### src/rtl/eth_pkg.sv
// Shared definitions for the Ethernet FCS inserter.
//   - state_e   : sequencer state encoding (3 bits)
//   - FCS_BYTES, FLUSH_CYCLES, PRESET_BYTES, MIN_FRAME_DEF : framing constants
//   - CRC_POLY  : CRC-32 generator polynomial (normal, non-reflected form)
//   - bitrev8 / bitrev32 : bit-order reversal helpers
package eth_pkg;

  typedef enum logic [2:0] {
    ST_IDLE  = 3'd0,
    ST_DATA  = 3'd1,
    ST_PAD   = 3'd2,
    ST_FLUSH = 3'd3,
    ST_FCS   = 3'd4
  } state_e;

  localparam int FCS_BYTES     = 4;
  localparam int FLUSH_CYCLES  = 4;
  localparam int PRESET_BYTES  = 4;
  localparam int MIN_FRAME_DEF = 60;

  localparam int                CNT_W   = 6;
  localparam logic [CNT_W-1:0]  CNT_MAX = 6'd63;

  localparam logic [31:0] CRC_POLY = 32'h04C11DB7;

  function automatic logic [7:0] bitrev8(input logic [7:0] v);
    logic [7:0] r;
    for (int i = 0; i < 8; i++) r[i] = v[7-i];
    return r;
  endfunction

  function automatic logic [31:0] bitrev32(input logic [31:0] v);
    logic [31:0] r;
    for (int i = 0; i < 32; i++) r[i] = v[31-i];
    return r;
  endfunction

endpackage

### src/rtl/eth_fcs_inserter_crc32.sv
// CRC-32 engine, shift-in (polynomial division) form with zero preset.
// Each write shifts rx_byte in MSB first; the caller supplies the 32
// augmentation zero bits itself to obtain the final remainder.
// Ports:
//   clk     : clock
//   reset   : synchronous clear; when asserted together with rx_we the
//             byte is shifted into a zero register (starts a new message)
//   rx_we   : shift rx_byte into the remainder this cycle
//   rx_byte : byte to shift in, bit 7 first
//   tx_crc  : remainder including the byte presented this cycle
module crc32
  import eth_pkg::*;
(
  input  logic        clk,
  input  logic        reset,
  input  logic        rx_we,
  input  logic [7:0]  rx_byte,
  output logic [31:0] tx_crc
);

  logic [31:0] crc_q;
  logic [31:0] crc_d;

  always_comb begin
    crc_d = reset ? 32'd0 : crc_q;
    if (rx_we) begin
      for (int i = 7; i >= 0; i--) begin
        crc_d = {crc_d[30:0], rx_byte[i]} ^ (crc_d[31] ? CRC_POLY : 32'd0);
      end
    end
  end

  always_ff @(posedge clk) begin
    if (rx_we || reset) crc_q <= crc_d;
  end

  // Look-ahead view: lets the caller register the final remainder in the
  // same cycle the last augmentation byte is shifted in.
  assign tx_crc = crc_d;

endmodule

### src/rtl/eth_fcs_inserter.sv
// Ethernet FCS inserter: passes MAC TX bytes straight through to the PHY
// side, steers the crc32 engine so its remainder becomes the IEEE 802.3
// FCS, then appends the four FCS bytes (LSB byte first).
// Optional zero padding to MIN_FRAME bytes is compiled in with the macro
// ETH_FCS_PAD_EN; without it short frames go straight to the FCS.
// Ports:
//   clk, reset          : clock, asynchronous active-high reset
//   s_data/s_valid/s_last/s_ready : upstream byte stream
//   m_data/m_valid/m_last/m_ready : downstream byte stream, m_last on the
//                                   final FCS byte
//   frame_done          : pulse on the transfer of the final FCS byte
module eth_fcs_inserter
  import eth_pkg::*;
#(
  parameter int MIN_FRAME = MIN_FRAME_DEF
) (
  input  logic       clk,
  input  logic       reset,
  input  logic [7:0] s_data,
  input  logic       s_valid,
  input  logic       s_last,
  output logic       s_ready,
  output logic [7:0] m_data,
  output logic       m_valid,
  output logic       m_last,
  input  logic       m_ready,
  output logic       frame_done
);

  // The byte counter saturates at CNT_MAX, so padding can only terminate
  // for targets it can reach.
  if (MIN_FRAME < 1 || MIN_FRAME > 63) begin : g_bad_min_frame
    $error("eth_fcs_inserter: MIN_FRAME must be within 1..63");
  end

  localparam logic [CNT_W-1:0] PRESET_C    = CNT_W'(PRESET_BYTES);
  localparam logic [1:0]       FLUSH_LAST  = 2'(FLUSH_CYCLES - 1);
  localparam logic [1:0]       FCS_LAST    = 2'(FCS_BYTES - 1);
`ifdef ETH_FCS_PAD_EN
  localparam logic [31:0]      MIN_U       = 32'(MIN_FRAME);
`endif

  function automatic logic [CNT_W-1:0] sat_inc(input logic [CNT_W-1:0] v);
    return (v == CNT_MAX) ? CNT_MAX : v + 1'b1;
  endfunction

  // Complementing the first 32 message bits emulates an all-ones preset on
  // a zero-preset engine.
  function automatic logic [7:0] preset_mask(input logic [CNT_W-1:0] cnt);
    return (cnt < PRESET_C) ? 8'hFF : 8'h00;
  endfunction

  state_e            state_q, state_d;
  logic [CNT_W-1:0]  cnt_q, cnt_d;
  logic [1:0]        flush_q, flush_d;
  logic [1:0]        idx_q, idx_d;
  logic [31:0]       fcs_q, fcs_d;

  logic              crc_clr;
  logic              crc_we;
  logic [7:0]        crc_byte;
  logic [31:0]       crc_val;

  logic              s_ready_c, m_valid_c, m_last_c, done_c;
  logic [7:0]        m_data_c;

  crc32 u_crc32 (
    .clk     (clk),
    .reset   (crc_clr),
    .rx_we   (crc_we),
    .rx_byte (crc_byte),
    .tx_crc  (crc_val)
  );

  always_comb begin
    state_d   = state_q;
    cnt_d     = cnt_q;
    flush_d   = flush_q;
    idx_d     = idx_q;
    fcs_d     = fcs_q;
    crc_clr   = 1'b0;
    crc_we    = 1'b0;
    crc_byte  = 8'h00;
    s_ready_c = 1'b0;
    m_valid_c = 1'b0;
    m_data_c  = 8'h00;
    m_last_c  = 1'b0;
    done_c    = 1'b0;

    unique case (state_q)
      ST_IDLE, ST_DATA: begin
        s_ready_c = m_ready;
        m_valid_c = s_valid;
        m_data_c  = s_data;
        if (s_valid && m_ready) begin
          crc_we   = 1'b1;
          crc_byte = bitrev8(s_data) ^ preset_mask(cnt_q);
          // First byte of a frame restarts the engine from zero.
          crc_clr  = (state_q == ST_IDLE);
          cnt_d    = sat_inc(cnt_q);
          if (s_last) begin
            flush_d = 2'd0;
`ifdef ETH_FCS_PAD_EN
            if ({{(32-CNT_W){1'b0}}, cnt_q} + 32'd1 < MIN_U) state_d = ST_PAD;
            else                                             state_d = ST_FLUSH;
`else
            state_d = ST_FLUSH;
`endif
          end else begin
            state_d = ST_DATA;
          end
        end
      end

`ifdef ETH_FCS_PAD_EN
      ST_PAD: begin
        m_valid_c = 1'b1;
        if (m_ready) begin
          crc_we   = 1'b1;
          crc_byte = preset_mask(cnt_q);
          cnt_d    = sat_inc(cnt_q);
          if ({{(32-CNT_W){1'b0}}, cnt_q} + 32'd1 >= MIN_U) begin
            state_d = ST_FLUSH;
            flush_d = 2'd0;
          end
        end
      end
`endif

      ST_FLUSH: begin
        // 32 augmentation zero bits complete the polynomial division.
        crc_we  = 1'b1;
        flush_d = flush_q + 2'd1;
        if (flush_q == FLUSH_LAST) begin
          state_d = ST_FCS;
          idx_d   = 2'd0;
          fcs_d   = ~bitrev32(crc_val);
        end
      end

      ST_FCS: begin
        m_valid_c = 1'b1;
        m_data_c  = fcs_q[{idx_q, 3'b000} +: 8];
        m_last_c  = (idx_q == FCS_LAST);
        if (m_ready) begin
          idx_d = idx_q + 2'd1;
          if (idx_q == FCS_LAST) begin
            done_c  = 1'b1;
            state_d = ST_IDLE;
            cnt_d   = '0;
          end
        end
      end

      default: begin
        state_d = ST_IDLE;
        cnt_d   = '0;
      end
    endcase

    // Outputs follow reset immediately, not at the next edge.
    if (reset) begin
      s_ready_c = 1'b0;
      m_valid_c = 1'b0;
      m_data_c  = 8'h00;
      m_last_c  = 1'b0;
      done_c    = 1'b0;
      crc_we    = 1'b0;
      crc_clr   = 1'b0;
    end
  end

  always_ff @(posedge clk or posedge reset) begin
    if (reset) begin
      state_q <= ST_IDLE;
      cnt_q   <= '0;
      flush_q <= 2'd0;
      idx_q   <= 2'd0;
    end else begin
      state_q <= state_d;
      cnt_q   <= cnt_d;
      flush_q <= flush_d;
      idx_q   <= idx_d;
    end
  end

  always_ff @(posedge clk) begin
    fcs_q <= fcs_d;
  end

  assign s_ready    = s_ready_c;
  assign m_valid    = m_valid_c;
  assign m_data     = m_data_c;
  assign m_last     = m_last_c;
  assign frame_done = done_c;

endmodule

### config.mk
export PLATFORM = sky130hd
export DESIGN_NAME = eth_fcs_inserter
export DESIGN_NICKNAME = d
export VERILOG_FILES = /design/src/rtl/eth_pkg.sv /design/src/rtl/eth_fcs_inserter_crc32.sv /design/src/rtl/eth_fcs_inserter.sv
export SDC_FILE = /design/constraint.sdc
export NUM_CORES = 1
export LEC_CHECK = 0
export CAP_MARGIN = 10
export CORE_ASPECT_RATIO = 1.2
export CORE_UTILIZATION = 60
export DETAILED_ROUTE_END_ITERATION = 7
export PLACE_DENSITY_LB_ADDON = 0.15
export SLEW_MARGIN = 5
export SYNTH_ARGS = -nofsm -noshare
export SYNTH_HDL_FRONTEND = slang
export SYNTH_SLANG_ARGS = --single-unit
### constraint.sdc
create_clock -name clk -period 4.19 [get_ports clk]
set_input_delay 0.838 -clock clk [delete_from_list [all_inputs] [get_ports clk]]
set_output_delay 0.838 -clock clk [all_outputs]
set_load 0.01 [all_outputs]
==> flow_metrics.env, run 1 <==
export IMPL_status="completed"
export IMPL_coreArea_mm2=0.00723
export IMPL_grt_overflow=0
export IMPL_cp_endpoint="m_data[6]"
export IMPL_setup_tns_final_ns=0
export IMPL_tightestPinTransition_ns=0.939
export IMPL_final_cells=510
export IMPL_drv_slew=0
export IMPL_antenna_found_initial=0
export IMPL_layout_drive_gt1_share_pct=11.0
export IMPL_gp_congestion=0.864
export IMPL_die_w_um=81.0
export IMPL_grt_start_max_net_pins=51
export IMPL_syn_num_nets=414
export IMPL_endpoint_kind="output port"
export IMPL_cts_tree="done"
export IMPL_track_usage_pct=26.0
export IMPL_drt_iter0_drc=233
export IMPL_clk_latency_ns=0.34
export IMPL_initial_core_util_pct=62.1
export IMPL_final_cell_mix="edfxtp_1, xnor2_1, nand2_1, nor2_1, clkdlybuf4s50_1"
export IMPL_max_vdd_ir_drop_mv=0.346
export IMPL_max_clock_path_buffers=2
export IMPL_portBuffers=24
export IMPL_hold_start="cnt_q[1]$_DFFE_PP0P_"
export IMPL_fin_crit_ns=3.32
export IMPL_avgRoutedWirePerCell_um=18.3
export IMPL_vias=3033
export IMPL_slowest_stage="dfrtp_1"
export IMPL_postSynthCellCount=398
export IMPL_antenna_cells=0
export IMPL_ios=25
export IMPL_syn_area_mm2=0.00449
export IMPL_ys_flop_type="edfxtp_1"
export IMPL_r2r_end="fcs_q[27]$_DFFE_PP_"
export IMPL_grt_pass1_wl_um=14800
export IMPL_whs_ns=0.521
export IMPL_hold_class="reg2reg"
export IMPL_async_flop_share_pct=16.9
export IMPL_hold_viol=0
export IMPL_dieArea_mm2=0.00783
export IMPL_clock_fmax_mhz=301
export IMPL_r2r_slack_ns=1.56
export IMPL_final_common_cell="edfxtp_1"
export IMPL_crit_type="reg2out"
export IMPL_pre_cts_ws_ns=0.878
export IMPL_cts_setup_buffers=0
export IMPL_final_util_pct=69.1
export IMPL_skew_ns=0.0107
export IMPL_ctsResizeCount=0
export IMPL_max_slew_margin_pct=36.9
export IMPL_synth_edf_count=64
export IMPL_synth_seq_cells=77
export IMPL_required_ns=3.35
export IMPL_p_per_area_mw_per_mm2=659
export IMPL_dp_hpwl_um=6430
export IMPL_setup_slack_ns=0.873
export IMPL_path_cells="mux4_2 -> a22o_1 -> clkdlybuf4s50_1"
export IMPL_fp_row_count=34
export IMPL_arrival_ns=2.48
export IMPL_drt_pass1_iterations=4
export IMPL_dieHeight_um=96.8
export IMPL_r2r_start="cnt_q[2]$_DFFE_PP0P_"
export IMPL_r2r_cells=5
export IMPL_critPathMaxFanout=10
export IMPL_antenna_left=0
export IMPL_syn_area_per_cell_um2=11.3
export IMPL_grt_pass1_vias=2914
export IMPL_finalCritPeriodShare_pct=79.2
export IMPL_setup_viol=0
export IMPL_drcViolationCount=0
export IMPL_clkSinkCount=77
export IMPL_rsz0062_at_grt="false"
export IMPL_htree_levels=3
export IMPL_via_per_inst=5.95
export IMPL_nets=431
export IMPL_cts_hold_buffers=0
export IMPL_syn_to_final_growth_pct=11.3
export IMPL_netlist_cell_type_count=53
export IMPL_cts_buffers=9
export IMPL_cp_depth=3
export IMPL_drv_cap=0
export IMPL_worst_path_largest_cell_delay_ns=0.80
export IMPL_cp_top_family="flip-flops"
export IMPL_startpoint_type="flop"
export IMPL_critPathLaunch="idx_q[0]$_DFFE_PP0P_"
export IMPL_clkTransAtPathRegs_ns=0.08
export IMPL_root_buffer="clkbuf_8"
export IMPL_place_inst=494
export IMPL_yosysSeqAreaShare_pct=50.1
export IMPL_ys_warn_count=0
export IMPL_critPathBufInv=1
export IMPL_routed_wl_um=9320
export IMPL_p_leak_nw=1.88
-- worst min-delay path, cell delays in order (launching register included) --
cell     delay [ns]
dfrtp_1        0.38
nand2_1        0.06
nand2_1        0.05
-- through the flow --
step / area (µm²) / power [W]
CTS: 5000 / 0.00330
global placement: 4770 / 0.00262
global route: 5000 / 0.00350
floorplan: 4490 / 0.00235
finish: 5000 / 0.00329
detailed placement: 4770 / 0.00266
-- synthesized netlist by cell type, types with 2 or more instances --
cell        n  area, µm²
a2111oi_0   2       17.5
a211oi_1    5       37.5
a21o_1      9       67.6
a21oi_1    20        100
a22o_1     11       96.3
a311o_1     2       20.0
and2_1      7       43.8
and3_1      3       18.8
and3_2      2       15.0
buf_1       3       11.3
buf_2       4       20.0
clkbuf_1   18       67.6
dfrtp_1    13        325
edfxtp_1   64       1920
ha_1        3       37.5
inv_1      14       52.6
mux2_2      2       22.5
mux4_2      8        180
nand2_1    38        143
nand2b_1    4       25.0
nand3_1     4       20.0
nand3b_1    2       15.0
nor2_1     34        128
nor3_1      2       10.0
nor3b_1     2       15.0
o211a_1     4       40.0
o211ai_1    4       30.0
o21a_1      4       30.0
o21ai_0    13       65.1
o311a_1     2       20.0
o311ai_0    2       17.5
or2_2       7       43.8
xnor2_1    52        455
xnor3_1     3       67.6
xor2_1     13        114
-- final cells by class --
type                            count  area (µm²)
Timing Repair Buffer               33         308
Fill cell                         559        2230
Inverter                           14        52.6
Sequential cell                    77        2250
Clock inverter                      4        70.1
Clock buffer                       12         156
Multi-Input combinational cell    280        2050
Tap cell                           90         113
-- metal layers --
metal	global-route usage (%)	up-vias	part of all wire, %
met5	0	-	0
met4	8.24	0	0.74
met3	4.62	5	5.6
met2	42.8	76	52
met1	34.6	1491	41
li1	-	1461	-
-- state kept, by name, indices dropped and copies added, names as in the netlist --
signal	count
flush_q	2
u_crc32.crc_q	32
state_q	3
idx_q	2
cnt_q	6
fcs_q	32
-- worst min-delay path by stage --
stage | to | slack (ns) | cells past startpoint
after floorplan | cnt_q[1]$_DFFE_PP0P_ | 0.46 | 2
after global placement | cnt_q[1]$_DFFE_PP0P_ | 0.47 | 2
after detailed placement | cnt_q[1]$_DFFE_PP0P_ | 0.51 | 2
after CTS | cnt_q[1]$_DFFE_PP0P_ | 0.52 | 2
after global routing | cnt_q[1]$_DFFE_PP0P_ | 0.55 | 2
final | cnt_q[1]$_DFFE_PP0P_ | 0.52 | 2
-- power breakdown --
group	switching (W)	internal, W	leakage, nW
sequential	0.000168	0.00107	0.754
combinational	0.000736	0.000682	1.01
clock	0.000262	0.000370	0.115
total	0.00117	0.00213	1.88
-- cell families (layout without fill, tap and decap cells) --
| logic type | Yosys count | count (layout) | share of synthesized area (%) |
|---|---|---|---|
| flops | 77 | 77 | 50.1 |
| mux | 10 | 10 | 4.51 |
| buf+inv | 41 | 63 | 4.26 |
| compound gates | 88 | 88 | 14.1 |
| simple gates | 110 | 110 | 11.7 |
| fa+ha+maj | 3 | 3 | 0.836 |
| xor+xnor | 69 | 69 | 14.5 |
Power figures use the tool's default switching activity.
==> inputs of run 2 (changes only) <==
==> constraint.sdc (replaced) <==
create_clock -name clk -period 3.1 [get_ports clk]
set_input_delay 0.62 -clock clk [delete_from_list [all_inputs] [get_ports clk]]
set_output_delay 0.62 -clock clk [all_outputs]
set_load 0.01 [all_outputs]
==> run 2 against run 1 <==
Net effect: register-to-register slack got worse by 0.82 ns; sequential power rose by 33%; global-route usage increased by 0.91 points; final cell count grew 1.6%; largest cell class unchanged.
==> flow_metrics.env, run 2 (synthesis gave the netlist of run 1 again) <==
export IMPL_antenna_cells=0
export IMPL_p_leak_nw=1.89
export IMPL_dieHeight_um=96.8
export IMPL_setup_slack_ns=0.150
export IMPL_tightestPinTransition_ns=0.607
export IMPL_drv_slew=0
export IMPL_max_clock_path_buffers=2
export IMPL_startpoint_type="flop"
export IMPL_grt_pass1_vias=3114
export IMPL_clkSinkCount=77
export IMPL_clock_fmax_mhz=339
export IMPL_hold_class="reg2reg"
export IMPL_dp_hpwl_um=6910
export IMPL_ctsResizeCount=0
export IMPL_avgRoutedWirePerCell_um=18.6
export IMPL_drv_cap=0
export IMPL_grt_overflow=0
export IMPL_cts_buffers=9
export IMPL_vias=3143
export IMPL_layout_drive_gt1_share_pct=12.6
export IMPL_max_slew_margin_pct=59.3
export IMPL_via_per_inst=6.07
export IMPL_hold_viol=0
export IMPL_routed_wl_um=9650
export IMPL_dieArea_mm2=0.00783
export IMPL_root_buffer="clkbuf_8"
export IMPL_critPathMaxFanout=6
export IMPL_grt_pass1_wl_um=15400
export IMPL_max_vdd_ir_drop_mv=0.551
export IMPL_arrival_ns=2.33
export IMPL_drcViolationCount=0
export IMPL_final_cells=518
export IMPL_endpoint_kind="output port"
export IMPL_cts_hold_buffers=0
export IMPL_setup_viol=0
export IMPL_clk_latency_ns=0.35
export IMPL_ios=25
export IMPL_p_per_area_mw_per_mm2=874
export IMPL_setup_tns_final_ns=0
export IMPL_required_ns=2.48
export IMPL_drt_pass1_iterations=4
export IMPL_antenna_found_initial=0
export IMPL_nets=439
export IMPL_crit_type="reg2out"
export IMPL_antenna_left=0
export IMPL_finalCritPeriodShare_pct=95.2
export IMPL_fp_row_count=34
export IMPL_drt_iter0_drc=306
export IMPL_cts_setup_buffers=0
export IMPL_initial_core_util_pct=62.1
export IMPL_skew_ns=0.0119
export IMPL_place_inst=502
export IMPL_status="completed"
export IMPL_track_usage_pct=26.9
export IMPL_pre_cts_ws_ns=0.215
export IMPL_fill_cells=557
export IMPL_portBuffers=24
export IMPL_final_common_cell="edfxtp_1"
export IMPL_reg_top3="fcs_q x32, u_crc32.crc_q x32, cnt_q x6"
export IMPL_clkTransAtPathRegs_ns=0.08
export IMPL_cts_tree="done"
export IMPL_rsz0062_at_grt="false"
export IMPL_final_cell_mix="edfxtp_1, xnor2_1, nand2_1, nor2_1, clkdlybuf4s50_1"
export IMPL_grt_start_max_net_pins=55
export IMPL_htree_levels=3
export IMPL_die_w_um=81.0
export IMPL_fin_crit_ns=2.95
export IMPL_syn_to_final_growth_pct=12.2
export IMPL_gp_congestion=0.911
export IMPL_coreArea_mm2=0.00723
[run 2: changes by cell type in the layout (fill, tap and decap cells not counted), sizes merged]
cell      delta
buf          +8
bufinv       -1
clkbuf       -1
clkinvlp     +3
clkinv       -1
[run 2: power by group]
part / internal (W) / switching (W)
clock network: 0.000374 / 0.000373
logic: 0.000969 / 0.00103
registers: 0.00145 / 0.000203
total: 0.00279 / 0.00161
[run 2: critical path, cell delays in order, from the launching register on]
cell and delay (ns):
dfrtp_1 0.53, buf_4 0.26, mux4_2 0.52, a22o_1 0.19, clkdlybuf4s50_1 0.48
[run 2: final timing paths]
path	depth (start not counted)	slack (ns)	end	start
setup / recovery	4	0.15	m_data[4]	idx_q[0]$_DFFE_PP0P_
hold reg to reg	2	0.53	cnt_q[1]$_DFFE_PP0P_	cnt_q[1]$_DFFE_PP0P_
setup reg to reg	5	0.74	fcs_q[29]$_DFFE_PP_	u_crc32.crc_q[31]$_DFFE_PP_
min in group asynchronous	2	0.74	state_q[2]$_DFFE_PP0P_	reset
max in group asynchronous	2	2.00	state_q[0]$_DFFE_PP0P_	reset
hold / removal	2	0.53	cnt_q[1]$_DFFE_PP0P_	cnt_q[1]$_DFFE_PP0P_
[run 2: cell type report]
type                    count  area [µm²]  share of cell area [%]
flip-flops and latches     77        2250                    44.6
multi-input cells         280        2050                    40.7
clock inverters             5        61.3                    1.22
well taps                  90         113                    2.24
clock buffers              11         131                    2.61
repair buffers             41         380                    7.55
inverters                  14        52.6                    1.04
[run 2: per-layer routing]
layer  part of all wire [%]  track usage, %  up-vias
met5                      0               0        -
met4                    2.7            11.1        0
met3                    5.9            5.75       24
met2                     50            43.1      102
met1                     42            35.2     1537
li1                       -               -     1480
[run 2: metrics by stage]
step / total power [W] / hold WS [ns] / utilization [%] / instance area [µm²]
3_3_place_gp: 0.00361 / 0.472 / 67.0 / 4840
5_1_grt: 0.00467 / 0.560 / 69.6 / 5040
3_5_place_dp: 0.00366 / 0.509 / 67.0 / 4840
6_report: 0.00440 / 0.525 / 69.6 / 5040
2_1_floorplan: 0.00317 / 0.456 / - / 4490
4_1_cts: 0.00441 / 0.524 / 69.6 / 5040
==> inputs of run 3 (changes only) <==
--- a/config.mk
+++ b/config.mk
@@ -5,7 +5,7 @@
 export SDC_FILE = /design/constraint.sdc
 export NUM_CORES = 1
 export LEC_CHECK = 0
-export CAP_MARGIN = 10
+export CAP_MARGIN = 20
 export CORE_ASPECT_RATIO = 1.2
 export CORE_UTILIZATION = 60
 export DETAILED_ROUTE_END_ITERATION = 7
==> results of run 3 <==
Same layout as run 2: the final DEF is identical, and so are final timing and power.
